$ cat config.mk
export PLATFORM = sky130hd
export DESIGN_NAME = div_ctrl
export DESIGN_NICKNAME = d
export VERILOG_FILES = /design/src/rtl/div_ctrl_pkg.sv /design/src/rtl/div_ctrl_stats.sv /design/src/rtl/div_ctrl.sv
export SDC_FILE = /design/constraint.sdc
export NUM_CORES = 1
export LEC_CHECK = 0
export ABC_AREA = 0
export CELL_PAD_IN_SITES_DETAIL_PLACEMENT = 1
export CELL_PAD_IN_SITES_GLOBAL_PLACEMENT = 1
export CORE_UTILIZATION = 30
export DETAILED_ROUTE_END_ITERATION = 10
export PLACE_DENSITY_LB_ADDON = 0.1
export SETUP_SLACK_MARGIN = 0.1
export SYNTH_ARGS = -nofsm -noshare
export SYNTH_HDL_FRONTEND = slang
export SYNTH_HIERARCHICAL = 1
export SYNTH_SLANG_ARGS = --single-unit
$ cat constraint.sdc
create_clock -name clk -period 5.9 [get_ports clk]
set_clock_uncertainty 0.05 [all_clocks]
set_input_delay 0.885 -clock clk [delete_from_list [all_inputs] [get_ports clk]]
set_output_delay 0.885 -clock clk [all_outputs]
set_load 0.03 [all_outputs]
$ cat src/rtl/div_ctrl_pkg.sv
// Shared types and constants for the div_ctrl stage that sits in front of the
// 16-bit signed divider. Optional statistics build: DIV_CTRL_STATS_EN.
package div_ctrl_pkg;

  typedef enum logic [1:0] {
    IDLE,
    SETTLE,
    HOLD
  } state_e;

  localparam int unsigned WIDTH_C = 16;

  localparam logic [WIDTH_C-1:0] DBZ_QUOTIENT = 16'hFFFF;
  localparam logic [WIDTH_C-1:0] MIN_NEG      = 16'h8000;
  localparam logic [WIDTH_C-1:0] NEG_ONE      = 16'hFFFF;

  // The one signed pair whose true quotient does not fit in WIDTH_C bits.
  function automatic logic is_overflow(input logic [WIDTH_C-1:0] dividend,
                                       input logic [WIDTH_C-1:0] divisor);
    return (dividend == MIN_NEG) && (divisor == NEG_ONE);
  endfunction

endpackage

$ cat src/rtl/div_ctrl_stats.sv
// Saturating operation / divide-by-zero counters for div_ctrl.
// Only present when DIV_CTRL_STATS_EN is defined.
`ifdef DIV_CTRL_STATS_EN
module div_ctrl_stats (
  input  logic        clk,
  input  logic        rst_n,
  input  logic        hs_i,
  input  logic        dbz_i,
  output logic [15:0] ops_o,
  output logic [15:0] dbz_o
);

  logic [15:0] ops_q;
  logic [15:0] dbz_q;

  always_ff @(posedge clk or negedge rst_n) begin
    if (!rst_n) begin
      ops_q <= '0;
      dbz_q <= '0;
    end else if (hs_i) begin
      if (ops_q != '1) ops_q <= ops_q + 16'd1;
      if (dbz_i && (dbz_q != '1)) dbz_q <= dbz_q + 16'd1;
    end
  end

  assign ops_o = ops_q;
  assign dbz_o = dbz_q;

endmodule
`endif

$ cat src/rtl/div_ctrl.sv
// Multicycle control stage for the external 16-bit combinational signed divider.
// Define DIV_CTRL_STATS_EN to build the saturating stat_ops/stat_dbz counters.
module div_ctrl
  import div_ctrl_pkg::*;
#(
  parameter int unsigned WIDTH         = 16,
  parameter int unsigned SETTLE_CYCLES = 4
) (
  input  logic             clk,
  input  logic             rst_n,
  input  logic             in_valid,
  output logic             in_ready,
  input  logic [WIDTH-1:0] in_dividend,
  input  logic [WIDTH-1:0] in_divisor,
  output logic [WIDTH-1:0] div_q,
  output logic [WIDTH-1:0] div_m,
  input  logic [WIDTH-1:0] div_quo,
  input  logic [WIDTH-1:0] div_rem,
  output logic             out_valid,
  input  logic             out_ready,
  output logic [WIDTH-1:0] out_quotient,
  output logic [WIDTH-1:0] out_remainder,
  output logic             out_dbz,
  output logic             out_ovf,
  output logic [15:0]      stat_ops,
  output logic [15:0]      stat_dbz
);

  localparam logic [3:0] SETTLE_LOAD = 4'(SETTLE_CYCLES - 1);

  state_e           state_q, state_d;
  logic [3:0]       cnt_q, cnt_d;
  logic [WIDTH-1:0] div_q_q, div_q_d;
  logic [WIDTH-1:0] div_m_q, div_m_d;
  logic [WIDTH-1:0] quo_q, quo_d;
  logic [WIDTH-1:0] rem_q, rem_d;
  logic             dbz_q, dbz_d;
  logic             ovf_q, ovf_d;

  always_ff @(posedge clk or negedge rst_n) begin
    if (!rst_n) begin
      state_q <= IDLE;
      cnt_q   <= '0;
      div_q_q <= '0;
      div_m_q <= '0;
      quo_q   <= '0;
      rem_q   <= '0;
      dbz_q   <= 1'b0;
      ovf_q   <= 1'b0;
    end else begin
      state_q <= state_d;
      cnt_q   <= cnt_d;
      div_q_q <= div_q_d;
      div_m_q <= div_m_d;
      quo_q   <= quo_d;
      rem_q   <= rem_d;
      dbz_q   <= dbz_d;
      ovf_q   <= ovf_d;
    end
  end

  // Special cases preload the result and pass through SETTLE with the counter
  // at 0, which gives them their one-cycle latency; a set flag marks the
  // result as already final so the divider outputs are not captured.
  always_comb begin
    state_d   = state_q;
    cnt_d     = cnt_q;
    div_q_d   = div_q_q;
    div_m_d   = div_m_q;
    quo_d     = quo_q;
    rem_d     = rem_q;
    dbz_d     = dbz_q;
    ovf_d     = ovf_q;
    in_ready  = 1'b0;
    out_valid = 1'b0;
    case (state_q)
      IDLE: begin
        in_ready = 1'b1;
        if (in_valid) begin
          div_q_d = in_dividend;
          div_m_d = in_divisor;
          state_d = SETTLE;
          if (in_divisor == '0) begin
            quo_d = DBZ_QUOTIENT;
            rem_d = in_dividend;
            dbz_d = 1'b1;
            ovf_d = 1'b0;
            cnt_d = '0;
          end else if (is_overflow(in_dividend, in_divisor)) begin
            quo_d = MIN_NEG;
            rem_d = '0;
            dbz_d = 1'b0;
            ovf_d = 1'b1;
            cnt_d = '0;
          end else begin
            dbz_d = 1'b0;
            ovf_d = 1'b0;
            cnt_d = SETTLE_LOAD;
          end
        end
      end
      SETTLE: begin
        if (cnt_q == '0) begin
          if (!(dbz_q || ovf_q)) begin
            quo_d = div_quo;
            rem_d = div_rem;
          end
          state_d = HOLD;
        end else begin
          cnt_d = cnt_q - 4'd1;
        end
      end
      HOLD: begin
        out_valid = 1'b1;
        if (out_ready) state_d = IDLE;
      end
      default: state_d = IDLE;
    endcase
  end

  assign div_q         = div_q_q;
  assign div_m         = div_m_q;
  assign out_quotient  = quo_q;
  assign out_remainder = rem_q;
  assign out_dbz       = dbz_q;
  assign out_ovf       = ovf_q;

`ifdef DIV_CTRL_STATS_EN
  logic out_hs;
  assign out_hs = (state_q == HOLD) && out_ready;

  div_ctrl_stats u_stats (
    .clk   (clk),
    .rst_n (rst_n),
    .hs_i  (out_hs),
    .dbz_i (dbz_q),
    .ops_o (stat_ops),
    .dbz_o (stat_dbz)
  );
`else
  assign stat_ops = '0;
  assign stat_dbz = '0;
`endif

endmodule

== Yosys cells after proc, flatten, opt, wreduce, memory -nomap -nowiden ==
Index checks and enable logic that the tools add are counted.

* Reductions and logical operators: 10
* Eq/ne operators: 10
* Multiplexer cells: 26
* Add/sub/neg operators: 1

{| class="wikitable"
|+ Operators by type and width
! kind !! count
|-
| 2-to-1 mux 16 bit || 10
|-
| one-hot mux 16 bit (2 select lines) || 2
|-
| equality test 16 bit, second input constant || 2
|-
| zero test 16 bit || 1
|-
| 2-to-1 mux 2 bit || 5
|-
| inequality test 2 bit, second input constant || 5
|-
| 2-to-1 mux 4 bit || 2
|-
| one-hot mux 4 bit (2 select lines) || 1
|-
| one-hot mux 2 bit (3 select lines) || 1
|-
| AND reduction 3 bit || 2
|-
| 2-to-1 mux 1 bit || 5
|-
| AND reduction 5 bit || 1
|-
| zero test 4 bit || 1
|-
| subtractor 4 x 1 -> 4 bit, second input constant || 1
|-
| inequality test 3 bit, second input constant || 1
|-
| equality test 2 x 1 -> 1 bit, second input constant || 1
|-
| equality test 2 bit, second input constant || 1
|-
| zero test 2 bit || 1
|-
| AND reduction 2 bit || 1
|-
| nonzero test 2 bit || 1
|-
| logical AND 1 bit || 1
|-
| logical OR 1 bit || 1
|}

* Flip-flop bits (word level): 72
* Logic and storage cells: 55
* Bits of input ports: 68

== Longest topological paths before layout ==
Gate-level depths: netlist (run 1).

* Word-level depth: 6
* Depth in mapped cells: 8

== Worst setup path before layout (run 1) ==
OpenSTA, ideal clock, no wires.

* Kind: input to register
* From: input in_dividend[2]
* To: register quo_q[10] (netlist: out_quotient[10])
* Stages: 6
* Slack: 3350 ps
* Arrival: 2375 ps
* Path through: or4_1 nor2_1 nand4_1 a31o_4 buf_6 mux2_4

* Cells in the longest elaborated chain, start to end: 4

{| class="wikitable"
|+ Ends and longest elaborated chain
! element !! line !! source
|-
| start, declared || div_ctrl.sv:13 || <nowiki>input logic [WIDTH-1:0] in_dividend,</nowiki>
|-
| equality test 16 bit || div_ctrl_pkg.sv:20 || <nowiki>return (dividend == MIN_NEG) && (divisor == NEG_ONE);</nowiki>
|-
| logical AND 1 bit || div_ctrl_pkg.sv:20 ||
|-
| inequality test 3 bit (no line) || n/a ||
|-
| AND reduction 5 bit (no line) || n/a ||
|-
| end signal, assigned || div_ctrl.sv:55 || <nowiki>quo_q <= quo_d;</nowiki>
|-
| end, declared || div_ctrl.sv:35 || <nowiki>logic [WIDTH-1:0] quo_q, quo_d;</nowiki>
|}

No other way between the ends.
A chain may end at the register's enable or synchronous reset.

== Worst setup path after layout (run 1) ==
* From: input in_dividend[12]
* To: register quo_q[5] (netlist: out_quotient[5])

Same word-level chain as after synthesis.

==> flow_summary_export.csv, run 1 <==
group,metric,value,unit
clock_network,numCtsBuffers,9,
sta,rsz0062_at_grt,"no",
placement,gpl.final_weighted_congestion,0.7703,
worst_setup_path,path_max_fanout,32,
route,first_pass_iters,9,
sta,drv_slew,0,
final_layout,layout_common_cells,"134 x sky130_fd_sc_hd__clkdlybuf4s50_1, 100 x sky130_fd_sc_hd__nand2_1, 72 x sky130_fd_sc_hd__dfrtp_1",
run,maxCapViolCount,0,
synthesis,synthesis.area,0.003623,mm2
synthesis,ys_warn_count,6,
worst_setup_path,crit_path_start_kind,"primary input",
global_routing,global_route.usage.total,17.12,%
worst_setup_path,critPathKind,"primary input to flop",
sta,timing.setup.tns,0,ns
clock_network,post-cts-setup-buffers,0,
route,ant_nets,0,
synthesis,post_synth_num_cell_types,37,
final_layout,final_net_count,539,
die,num_io_pins,168,
status,violations,"DRC",
power_and_ir_drop,peakVddDrop,205.4,uV
placement,dp_cell_count,601,
route,wirelength,10.20,mm
final_layout,final-instance-count-excl-fill,617,
power_and_ir_drop,power_density,624.4,mW/mm2
sta,slew_headroom,37.07,%
sta,tightestPinTransition,0.9439,ns
die,rows,39,
placement,portbufs,135,
global_routing,grt_overflow,0,
die,design.core.area,0.01161,mm2
sta,fin_crit,3.012,ns
hold_path,hold_class,"flop to flop",
synthesis,syn_area_per_cell,10.78,um2
placement,dpl.hpwl,7.404,mm
die,die-width,111.9,um
global_routing,grt_pass1_wl,16.44,mm
route,drcViolationCount,9,
sta,timing.final.hold_violations,0,
synthesis,synth_top_flop_cell,"sky130_fd_sc_hd__dfrtp_1",
worst_setup_path,crit_path_end_kind,"flop",
synthesis,ys_seq_elements,72,
final_layout,leading_cell_type_in_the_layout_fill_and_taps_excluded,"sky130_fd_sc_hd__clkdlybuf4s50_1",
worst_setup_path,worstPathRequired,6.06,ns
route,vias_cell,4.561,
clock_network,clock_latency,0.33,ns
clock_network,cts_tree,"built",
synthesis,syn_inst,336,
route,drt_initial_violations,117,
route,dr_total_vias,2814,
clock_network,worst_setup_hold_path_clk_slew,0.06,ns
clock_network,cts_root_buffer,"sky130_fd_sc_hd__clkbuf_16",
status,outcome,"finished, violations left",
synthesis,async_flop_share,100.0,%
final_layout,layout-area-overhead-vs-synth,44.68,%
clock_network,cts_hold_buffers,0,
global_routing,number_of_global_route_vias_before_repair,2956,
global_routing,grt_start_max_net_pins,73,
clock_network,clkSinkCount,72,
sta,min_period_over_period,51.05,%
synthesis,yosysSeqAreaShare,49.72,%
worst_setup_path,critical_path_arrival,3.17,ns
sta,f_max,0.3320,GHz
clock_network,cts_repair_resize_count,0,
global_routing,antenna_found_initial,0,
synthesis,synth_edf_count,0,
clock_network,clock_tree.htree_level_count,3,
final_layout,post_route_cells_drive_above_1_share,15.61,%
route,wl_per_cell,16.53,um
sta,timing.final.setup_violations,0,
clock_network,cts_buffer_depth,2,
die,die_h,111.9,um
final_layout,n_antenna_cell,0,
die,design.die.area,0.01252,mm2
power_and_ir_drop,total_leakage_power,0.002507,uW
die,start_util,31.20,%
-- state kept, by name, indices dropped and copies added, names as in the netlist --
name           flops
out_quotient      16
out_remainder     16
state_q            2
div_m             16
out_ovf            1
cnt_q              4
out_dbz            1
div_q             16
-- per-layer routing --
metal	part of all wire, %	track usage, %
met5	0	0
met1	45	22.20
met4	1.5	6.036
met3	7.5	5.498
met2	46	26.75
-- cell usage after synthesis (3+ instances only) --
cell / count / share of area [%]
sky130_fd_sc_hd__buf_4: 32 / 6.6
sky130_fd_sc_hd__a22o_2: 8 / 2.2
sky130_fd_sc_hd__nand4_1: 4 / 0.69
sky130_fd_sc_hd__mux2_4: 29 / 12
sky130_fd_sc_hd__o21ai_0: 3 / 0.41
sky130_fd_sc_hd__nor4_1: 8 / 1.4
sky130_fd_sc_hd__nand4b_1: 3 / 0.73
sky130_fd_sc_hd__inv_1: 4 / 0.41
sky130_fd_sc_hd__nand2_1: 100 / 10
sky130_fd_sc_hd__buf_6: 8 / 2.5
sky130_fd_sc_hd__a21o_1: 5 / 1.0
sky130_fd_sc_hd__dfrtp_1: 72 / 50
sky130_fd_sc_hd__clkbuf_1: 6 / 0.62
sky130_fd_sc_hd__nor2_1: 8 / 0.83
sky130_fd_sc_hd__a21o_2: 10 / 2.4
sky130_fd_sc_hd__nand3_1: 3 / 0.41
sky130_fd_sc_hd__a22o_1: 9 / 2.2
-- through the flow --
stage	power [uW]	setup WS, ns	area [um2]	utilization [%]	hold slack (ns)
4_1_cts	3328	2.907	5243	45.14	0.4290
3_3_place_gp	2723	2.574	4942	42.56	0.4090
6_report	3273	2.888	5243	45.14	0.4251
3_5_place_dp	2757	2.551	4942	42.56	0.4129
2_1_floorplan	2128	3.350	3740	-	0.4389
5_1_grt	3487	2.723	5243	45.14	0.4493
-- power by group --
group          leakage (uW)  switching, uW  total (uW)  internal (uW)
clock              0.000150            199         548            349
sequential         0.000878            145         881            736
combinational       0.00148            990        1840            854
total               0.00251           1330        3270           1940
-- layout make-up --
class / instances / area (um2)
flip-flops and latches: 72 / 1802
well taps: 143 / 178.9
repair buffers: 139 / 1379
multi-input cells: 243 / 1568
fillers: 1330 / 6371
clock buffers: 13 / 260.3
inverters: 4 / 15.01
clock inverters: 3 / 40.04
-- worst max-delay path, stage by stage --
cell                              delay (ns)
sky130_fd_sc_hd__clkdlybuf4s50_1        0.49
sky130_fd_sc_hd__nand4b_1               0.22
sky130_fd_sc_hd__nor4_1                 0.45
sky130_fd_sc_hd__nand4_1                0.25
sky130_fd_sc_hd__a31o_4                 0.50
sky130_fd_sc_hd__mux2_4                 0.37
-- cells by family after synthesis --
group / synth area share [%]
other cells: 0.1035
flops: 49.72
simple gates: 16.13
fa+ha+maj: 0.6905
mux: 12.64
buf+inv: 10.53
xor+xnor: 0.4835
compound gates: 9.703
-- path summary, 6_finish.rpt --
path                                 start          endpoint  slack [ns]  depth (start not counted)
setup / recovery           in_dividend[12]   out_quotient[5]        2.89                          6
hold / removal                   div_q[14]         div_q[14]        0.43                          2
setup reg to reg                state_q[0]   out_quotient[1]        3.04                          6
hold reg to reg                  div_q[14]         div_q[14]        0.43                          2
max in group asynchronous            rst_n          div_m[6]        4.53                          1
min in group asynchronous            rst_n  out_quotient[10]        0.63                          1
Power figures use the tool's default switching activity.
==> run 2, diff against run 1 <==
==> constraint.sdc (replaced) <==
create_clock -name clk -period 3.1 [get_ports clk]
set_clock_uncertainty 0.05 [all_clocks]
set_input_delay 0.465 -clock clk [delete_from_list [all_inputs] [get_ports clk]]
set_output_delay 0.465 -clock clk [all_outputs]
set_load 0.03 [all_outputs]
==> run 2 against run 1 <==
Compared with the run above:
- the run still ends with DRC left
- critical path depth unchanged
- wire length up 2.1%
- clock-buffer cell count decreased by 1
- worst setup slack worse by 2.3 ns
- critical path type unchanged
- critical endpoint is now out_quotient[0]
- largest power group unchanged
- highest routed layer unchanged
==> flow_summary_export.csv, run 2 (synthesis gave the netlist of run 1 again) <==
group,metric,value,unit
status,outcome,"finished, violations left",
status,violations,"DRC",
sta,f_max,0.4047,GHz
global_routing,global_route.usage.total,17.34,%
hold_path,hold_class,"primary input to async pin",
clock_network,cts_repair_resize_count,0,
worst_setup_path,setup.worst_path.end,"out_quotient[0]",
sta,tightestPinTransition,0.9683,ns
power_and_ir_drop,power_density,1174,mW/mm2
worst_setup_path,worstPathRequired,3.26,ns
final_layout,post_route_cells_drive_above_1_share,16.14,%
worst_setup_path,critPathKind,"primary input to flop",
die,design.die.area,0.01252,mm2
route,drt_initial_violations,120,
final_layout,layout_common_cells,"134 x sky130_fd_sc_hd__clkdlybuf4s50_1, 100 x sky130_fd_sc_hd__nand2_1, 72 x sky130_fd_sc_hd__dfrtp_1",
worst_setup_path,crit-reg2reg-launch,"cnt_q[0]",
clock_network,cts_hold_buffers,0,
placement,dpl.hpwl,7.583,mm
die,num_io_pins,168,
sta,rsz0062_at_grt,"no",
worst_setup_path,crit_path_end_kind,"flop",
route,wirelength,10.41,mm
power_and_ir_drop,total_leakage_power,0.002509,uW
worst_setup_path,critical_path_cell_list,"clkdlybuf4s50_1 > or4_1 > nor2_1 > nand4_1 > a31o_4 > mux2_4",
route,drcViolationCount,9,
global_routing,grt_pass1_wl,16.84,mm
sta,slew_headroom,35.29,%
route,wl_per_cell,16.80,um
global_routing,grt_overflow,0,
sta,drv_slew,0,
sta,fin_crit,2.471,ns
global_routing,antenna_found_initial,0,
die,design.core.area,0.01161,mm2
worst_setup_path,crit-reg2reg-capture,"out_quotient[0]",
clock_network,numCtsBuffers,9,
die,rows,39,
final_layout,n_antenna_cell,0,
worst_setup_path,r2r_setup_slack,0.77,ns
worst_setup_path,worst_reg_to_reg_cells,7,
die,start_util,31.20,%
route,dr_total_vias,2879,
sta,timing.final.hold_violations,0,
clock_network,clkSinkCount,72,
worst_setup_path,crit_path_start_kind,"primary input",
global_routing,number_of_global_route_vias_before_repair,3075,
clock_network,worst_setup_hold_path_clk_slew,0.05,ns
route,vias_cell,4.644,
global_routing,grt_start_max_net_pins,73,
route,first_pass_iters,7,
power_and_ir_drop,peakVddDrop,374.0,uV
clock_network,clock_tree.htree_level_count,3,
route,ant_nets,0,
final_layout,leading_cell_type_in_the_layout_fill_and_taps_excluded,"sky130_fd_sc_hd__clkdlybuf4s50_1",
placement,gpl.final_weighted_congestion,0.7910,
worst_setup_path,worst_setup_path_startpoint,"in_dividend[2]",
clock_network,cts_root_buffer,"sky130_fd_sc_hd__clkbuf_16",
final_layout,final_core_util,45.04,%
worst_setup_path,path_max_fanout,32,
worst_setup_path,critical_path_cell_with_the_highest_stage_delay,"sky130_fd_sc_hd__or4_1",
worst_setup_path,longest_individual_stage_delay_on_the_worst_path,0.58,ns
die,die_h,111.9,um
sta,min_period_over_period,79.71,%
final_layout,final_net_count,542,
run,maxCapViolCount,0,
sta,timing.final.setup_violations,0,
sta,timing.setup.tns,0,ns
final_layout,layout-area-overhead-vs-synth,44.37,%
placement,portbufs,135,
die,die-width,111.9,um
worst_setup_path,critical_path_arrival,2.63,ns
clock_network,cts_buffer_depth,2,
clock_network,clock_latency,0.33,ns
clock_network,cts_tree,"built",
clock_network,post-cts-setup-buffers,0,
## run 2: critical path, delay by kind of cell
kind | cells | cell delay [ns]
AOI/OAI and AO/OA | 1 | 0.46
buffers and inverters | 1 | 0.47
muxes | 1 | 0.37
and+or+nand+nor | 3 | 0.84
## run 2: where the power goes
part	internal (uW)	switching, uW
Combinational	1630	1900
Sequential	1400	280
Clock	558	377
## run 2: how the worst min path moves through the flow
stage	from	to	cells after the start	slack, ns
2_1_floorplan	rst_n	cnt_q[0]	0	0.12
3_3_place_gp	div_m[6]	div_m[6]	2	0.41
3_5_place_dp	div_q[6]	div_q[6]	2	0.42
4_1_cts	rst_n	state_q[0]	1	0.28
5_1_grt	rst_n	state_q[0]	1	0.31
6_report	rst_n	out_quotient[10]	1	0.23
## run 2: layout make-up
class | instances | area (um2)
Inverter | 4 | 15.01
Clock inverter | 4 | 20.02
Timing Repair Buffer | 142 | 1401
Sequential cell | 72 | 1802
Tap cell | 143 | 178.9
Clock buffer | 12 | 246.5
Fill cell | 1311 | 6382
Multi-Input combinational cell | 243 | 1568
## run 2: metrics by stage
| stage | hold WS (ns) | std cells | power, uW | setup WS (ns) | instance area, um2 |
|---|---|---|---|---|---|
| floorplan | 0.1194 | 367 | 4050 | 0.9698 | 3740 |
| global placement | 0.4077 | 604 | 5185 | 0.3125 | 4965 |
| detailed placement | 0.4180 | 604 | 5255 | 0.2716 | 4965 |
| CTS | 0.2793 | 620 | 6228 | 0.6179 | 5231 |
| global route | 0.3117 | 620 | 6520 | 0.4864 | 5231 |
| finish | 0.2269 | 620 | 6143 | 0.6289 | 5231 |
## run 2: routing by layer
metal	GRT usage, %	up-vias	wire length, um
met5	0	-	0
met3	5.226	12	825
met2	27.37	104	4690
li1	-	1345	-
met4	6.216	0	176
met1	22.44	1418	4721
